$ cat src/rtl/lcb_rx_pkg.sv
// Shared types and defaults for the UART frame receiver (one framer per UART channel).
package lcb_rx_pkg;

    localparam int unsigned ADR_W = 5;

    localparam logic [ADR_W-1:0] BYTES_DEF   = 5'd4;
    localparam logic [15:0]      TIMEOUT_DEF = 16'd1000;

    typedef enum logic [1:0] {
        IDLE = 2'd0,
        RECV = 2'd1,
        DONE = 2'd2
    } state_t;

endpackage

$ cat src/rtl/lcb_rx_timer.sv
// Inter-byte watchdog: 16-bit counter, cleared by clr, advancing while en is high.
// expire is combinational from the count so the framer can let a same-cycle strob win.
module lcb_rx_timer
    import lcb_rx_pkg::*;
#(
    parameter logic [15:0] TIMEOUT = TIMEOUT_DEF
) (
    input  logic clk,
    input  logic rst,
    input  logic clr,
    input  logic en,
    output logic expire
);

    logic [15:0] r_cnt;

    always_ff @(posedge clk or posedge rst) begin
        if (rst) begin
            r_cnt <= '0;
        end else if (clr) begin
            r_cnt <= '0;
        end else if (en) begin
            r_cnt <= r_cnt + 16'd1;
        end
    end

    assign expire = en && (r_cnt == (TIMEOUT - 16'd1));

endmodule

$ cat src/rtl/lcb_rx_framer.sv
// Frame receiver for one UART channel: writes BYTES bytes into frame RAM, checks the trailing
// additive checksum and flags timeout/overrun. WE one cycle after strob, verdict two; no backpressure.
module lcb_rx_framer
    import lcb_rx_pkg::*;
#(
    parameter logic [ADR_W-1:0] BYTES   = BYTES_DEF,
    parameter logic [15:0]      TIMEOUT = TIMEOUT_DEF
) (
    input  logic             clk,
    input  logic             rst,
    input  logic             strob,
    input  logic [7:0]       iData,
    output logic [7:0]       wrData,
    output logic [ADR_W-1:0] wrAdr,
    output logic             WE,
    output logic             full,
    output logic             errSum,
    output logic             errTime,
    output logic             errOvr,
    output logic [7:0]       frameCnt
);

    state_t           r_state;
    logic [ADR_W-1:0] r_idx;
    logic [7:0]       r_sum;
    logic [7:0]       r_wrData;
    logic [ADR_W-1:0] r_wrAdr;
    logic             r_we;
    logic             r_full;
    logic             r_errSum;
    logic             r_errTime;
    logic             r_errOvr;
    logic [7:0]       r_frameCnt;

    state_t           w_state_nxt;
    logic [ADR_W-1:0] w_idx_nxt;
    logic [7:0]       w_sum_nxt;
    logic [7:0]       w_wrData_nxt;
    logic [ADR_W-1:0] w_wrAdr_nxt;
    logic             w_we_nxt;
    logic             w_full_nxt;
    logic             w_errSum_nxt;
    logic             w_errTime_nxt;
    logic             w_errOvr_nxt;
    logic [7:0]       w_frameCnt_nxt;
    logic             w_accept;
    logic             w_expire;
    logic             w_tmr_en;
    logic             w_tmr_clr;

    // Timer runs only in RECV and is held at zero everywhere else.
    assign w_tmr_en  = (r_state == RECV);
    assign w_tmr_clr = w_accept || (w_state_nxt != RECV);

    lcb_rx_timer #(
        .TIMEOUT (TIMEOUT)
    ) u_timer (
        .clk    (clk),
        .rst    (rst),
        .clr    (w_tmr_clr),
        .en     (w_tmr_en),
        .expire (w_expire)
    );

    always_ff @(posedge clk or posedge rst) begin
        if (rst) begin
            r_state    <= IDLE;
            r_idx      <= '0;
            r_sum      <= '0;
            r_wrData   <= '0;
            r_wrAdr    <= '0;
            r_we       <= 1'b0;
            r_full     <= 1'b0;
            r_errSum   <= 1'b0;
            r_errTime  <= 1'b0;
            r_errOvr   <= 1'b0;
            r_frameCnt <= '0;
        end else begin
            r_state    <= w_state_nxt;
            r_idx      <= w_idx_nxt;
            r_sum      <= w_sum_nxt;
            r_wrData   <= w_wrData_nxt;
            r_wrAdr    <= w_wrAdr_nxt;
            r_we       <= w_we_nxt;
            r_full     <= w_full_nxt;
            r_errSum   <= w_errSum_nxt;
            r_errTime  <= w_errTime_nxt;
            r_errOvr   <= w_errOvr_nxt;
            r_frameCnt <= w_frameCnt_nxt;
        end
    end

    always_comb begin
        w_state_nxt    = r_state;
        w_idx_nxt      = r_idx;
        w_sum_nxt      = r_sum;
        w_wrData_nxt   = r_wrData;
        w_wrAdr_nxt    = r_wrAdr;
        w_we_nxt       = 1'b0;
        w_full_nxt     = 1'b0;
        w_errSum_nxt   = 1'b0;
        w_errTime_nxt  = 1'b0;
        w_errOvr_nxt   = 1'b0;
        w_frameCnt_nxt = r_frameCnt;
        w_accept       = 1'b0;

        case (r_state)
            IDLE: begin
                if (strob) begin
                    w_accept     = 1'b1;
                    w_wrData_nxt = iData;
                    w_wrAdr_nxt  = '0;
                    w_we_nxt     = 1'b1;
                    w_sum_nxt    = iData;
                    w_idx_nxt    = 5'd1;
                    w_state_nxt  = RECV;
                end
            end
            RECV: begin
                if (strob) begin
                    w_accept     = 1'b1;
                    w_wrData_nxt = iData;
                    w_wrAdr_nxt  = r_idx;
                    w_we_nxt     = 1'b1;
                    // The checksum byte itself is held in r_wrData for the DONE compare.
                    if (r_idx == (BYTES - 5'd1)) begin
                        w_state_nxt = DONE;
                    end else begin
                        w_sum_nxt = r_sum + iData;
                        w_idx_nxt = r_idx + 5'd1;
                    end
                end else if (w_expire) begin
                    w_errTime_nxt = 1'b1;
                    w_state_nxt   = IDLE;
                    w_idx_nxt     = '0;
                    w_sum_nxt     = '0;
                end
            end
            DONE: begin
                if (r_wrData == r_sum) begin
                    w_full_nxt     = 1'b1;
                    w_frameCnt_nxt = r_frameCnt + 8'd1;
                end else begin
                    w_errSum_nxt = 1'b1;
                end
                w_errOvr_nxt = strob;
                w_state_nxt  = IDLE;
                w_idx_nxt    = '0;
                w_sum_nxt    = '0;
            end
            default: begin
                w_state_nxt = IDLE;
                w_idx_nxt   = '0;
                w_sum_nxt   = '0;
            end
        endcase
    end

    assign wrData   = r_wrData;
    assign wrAdr    = r_wrAdr;
    assign WE       = r_we;
    assign full     = r_full;
    assign errSum   = r_errSum;
    assign errTime  = r_errTime;
    assign errOvr   = r_errOvr;
    assign frameCnt = r_frameCnt;

endmodule
$ cat config.mk
export PLATFORM = sky130hd
export DESIGN_NAME = lcb_rx_framer
export DESIGN_NICKNAME = d
export VERILOG_FILES = /design/src/rtl/lcb_rx_pkg.sv /design/src/rtl/lcb_rx_timer.sv /design/src/rtl/lcb_rx_framer.sv
export SDC_FILE = /design/constraint.sdc
export NUM_CORES = 1
export LEC_CHECK = 0
export CAP_MARGIN = 10
export CORE_UTILIZATION = 45
export CTS_CLUSTER_SIZE = 12
export DETAILED_ROUTE_END_ITERATION = 12
export GPL_TIMING_DRIVEN = 1
export PLACE_DENSITY = 0.68
export SLEW_MARGIN = 0
export SYNTH_ARGS = -nofsm -noshare
export SYNTH_HDL_FRONTEND = slang
export SYNTH_HIERARCHICAL = 1
export SYNTH_SLANG_ARGS = --single-unit
$ cat constraint.sdc
create_clock -name clk -period 5.05 [get_ports clk]
set_clock_uncertainty 0.2 [all_clocks]
set_input_delay 0.7575 -clock clk [delete_from_list [all_inputs] [get_ports clk]]
set_output_delay 0.7575 -clock clk [all_outputs]
set_load 0.01 [all_outputs]
==> results.toml <==
[status]
status = "complete, no violations"

[critical_path]
timing.rr.start = "r_state[0]"
slowest_delay_ps = 640
path_delay_family = "simple AND/OR/NAND/NOR gates"
arrival_ps = 3560
crit_required_ps = 5070
endpoint_kind = "flip-flop"
crit_start = "r_state[0]"
crit_chain = "nor2b_1, buf_4, nand4_1, nor4_1, and3_1, nor2_1, nand2_1, o211ai_2, nor4_4, nand3_1, mux2_4"
r2r_slack_ps = 1500
cp_max_fo = 20
slowest_stage = "dfrtp_1"
crit_type = "flip-flop to flip-flop"
rr_worst_depth = 11
reg2reg_to = "u_timer/r_cnt[13]"
worstSetupStartpointType = "flip-flop"
path_buf_inv = 1

[timing]
max_freq_mhz = 282
fin_ws_ps = 1500
slew_viol_final = 0
slew_headroom_pct = 50.2
tightestPinTransition_ps = 747
setup_viol = 0
rsz0062_at_grt = "false"
min_period_ps = 3550
fin_crit_sh_pct = 70.2
final-hold-violation-count = 0
fin_setup_tns_ps = 0

[hold_path]
min_from = "frameCnt[7]"
hold_class = "flip-flop to flip-flop"
worstHoldPathCells = 1
hold_end = "frameCnt[7]"

[grt]
overflow = 0
grt_antenna_before_repair = 0
grt_pass1_vias = 2162
grt_pass1_wl_mm = 10.3
grt_max_degree = 42
grt_use_met1_pct = 24.0
gr-usage-met3_pct = 3.86
grt_use_total_pct = 18.6
use_met2_pct = 30.8
grt-busiest-layer = "met2"

[synthesis]
yosysTopAreaCellShare_pct = 47.7
synthTopCellsByArea = "dfrtp_1, xor2_1, ha_1"
synth_nets = 304
synth_area_per_cell_um2 = 10.6
yosys_most_used_dff = "dfrtp_1"
ys_async_sr_fraction_pct = 100
synth_cell_types = 46
synth_seq_cells = 57
syn_area_mm2 = 0.00299
yosysTopAreaCell = "dfrtp_1"
seq_area_frac_synth_pct = 47.7
synth-edff-count = 0
ys_warn_count = 6
synth_cells = 282

[finish]
final_util_pct = 57.7
multi_input_area_mm2 = 0.00149
seqCellArea_mm2 = 0.00143
nFillCells = 533
layout.nets = 342
drive_gt1_share_pct = 12.3
syn2layout_area_growth_pct = 23.4
diodes = 0

[clock_network]
cts_buffers = 9
clk_latency_ps = 330
hold_buffers = 0
cts_sinks = 57
cts_setup_buffers = 0
htree_levels = 3
root_buffer = "clkbuf_8"
cts_resized = 0
cts_tree = "yes"
clkSlewWorstSetupHoldPaths_ps = 70
cts_max_path_buffers = 2

[die]
core_area_mm2 = 0.00639
die_y_um = 83.5
io_pins = 37
fp.dieW_um = 83.5
row_count = 29
die_area_mm2 = 0.00697
start_util_pct = 46.8

[route]
drt_wl_total_mm = 5.98
wire_per_inst_um = 14.9
dr.first_iter.drc_count = 92
vias_per_cell = 5.43
first_pass_iters = 4
drc_errors = 0
vias = 2183
final_antenna_net_count = 0

[power]
ir_drop_mv = 0.214
leakage_nw = 1.60
powerDensity_mw_per_mm2 = 419

[place]
gp_congestion = 0.824
dp_hpwl_mm = 4.13
place_ws_ps = 1510
port_buffers = 36

[job]
max_cap_viol_count = 0
## cell families after synthesis
logic type               count (synthesis)  share of synthesized area (%)
multiplexers                            12                           4.56
buffers and inverters                   17                           2.43
adder cells (fa/ha/maj)                 11                           4.86
AO/OA/AOI/OAI                           51                           11.5
XOR/XNOR                                33                           9.67
flip-flops                              57                           47.7
AND/OR/NAND/NOR                        101                           19.3
## registers in the layout, summed over array words and instances, names as in the netlist
name / count
r_sum: 8
errTime: 1
frameCnt: 8
full: 1
wrData: 8
r_idx: 5
u_timer/r_cnt: 16
r_state: 2
WE: 1
wrAdr: 5
errSum: 1
errOvr: 1
## power by group
part | total, mW | leakage (nW) | switching [mW] | internal (mW)
Clock | 0.584 | 0.140 | 0.180 | 0.404
Sequential | 0.584 | 0.752 | 0.0691 | 0.514
Combinational | 0.378 | 0.714 | 0.196 | 0.183
## per-stage QoR
| stage | power, mW | cell area (um^2) | std cells | hold WS, ps |
|---|---|---|---|---|
| finish | 1.55 | 3690 | 402 | 267 |
| global route | 1.63 | 3690 | 402 | 280 |
| CTS | 1.56 | 3690 | 402 | 270 |
| detailed placement | 0.967 | 3410 | 386 | 261 |
| global placement | 0.955 | 3410 | 386 | 259 |
| floorplan | 0.856 | 2990 | 282 | 297 |
## layer usage
metal	share of wire (%)	vias up
met1	47	1062
met2	49	30
met4	1.4	0
met5	0	-
met3	2.7	9
li1	-	1082
## layout by cell type (no fill, tap or decap), types with 9 or more instances in the layout
master and n:
mux2_2 9, nor2_1 27, o21ai_0 16, a21oi_1 11, nand2_1 15, nand3_1 12, xnor2_1 10, clkdlybuf4s50_1 36
xor2_1 23, clkbuf_8 11, dfrtp_1 57, ha_1 10
## cells in the mapped netlist, drive strengths merged (6+ instances only)
cell type	n
nand3	12
nand2	16
a21oi	11
nand2b	8
dfrtp	57
xor2	23
inv	6
nor4	8
ha	10
buf	7
nand4	6
mux2	10
nor2	29
o21ai	16
xnor2	10
## final cells by class
cell class	instances	share of cell area (%)
Tap cell	77	2.61
Timing Repair Buffer	38	10.2
Sequential cell	57	38.7
Inverter	6	0.611
Clock buffer	11	4.11
Multi-Input combinational cell	208	40.4
Clock inverter	5	3.39
## how the worst max path moves through the flow
stage / end / slack (ps) / depth (start not counted)
6_report: u_timer/r_cnt[13] / 1500 / 11
3_3_place_gp: u_timer/r_cnt[13] / 1520 / 7
2_1_floorplan: u_timer/r_cnt[14] / 2290 / 13
4_1_cts: u_timer/r_cnt[13] / 1520 / 11
3_5_place_dp: u_timer/r_cnt[13] / 1510 / 7
5_1_grt: u_timer/r_cnt[13] / 1230 / 11
## worst register-to-register path: cells and delay by family, from the launching register on
family / cells / cell delay, ps
mux: 1 / 300
buf+inv: 1 / 200
simple gates: 8 / 1850
compound gates: 1 / 230
flops: 1 / 640
No activity file was read; power rests on OpenSTA's default activity.
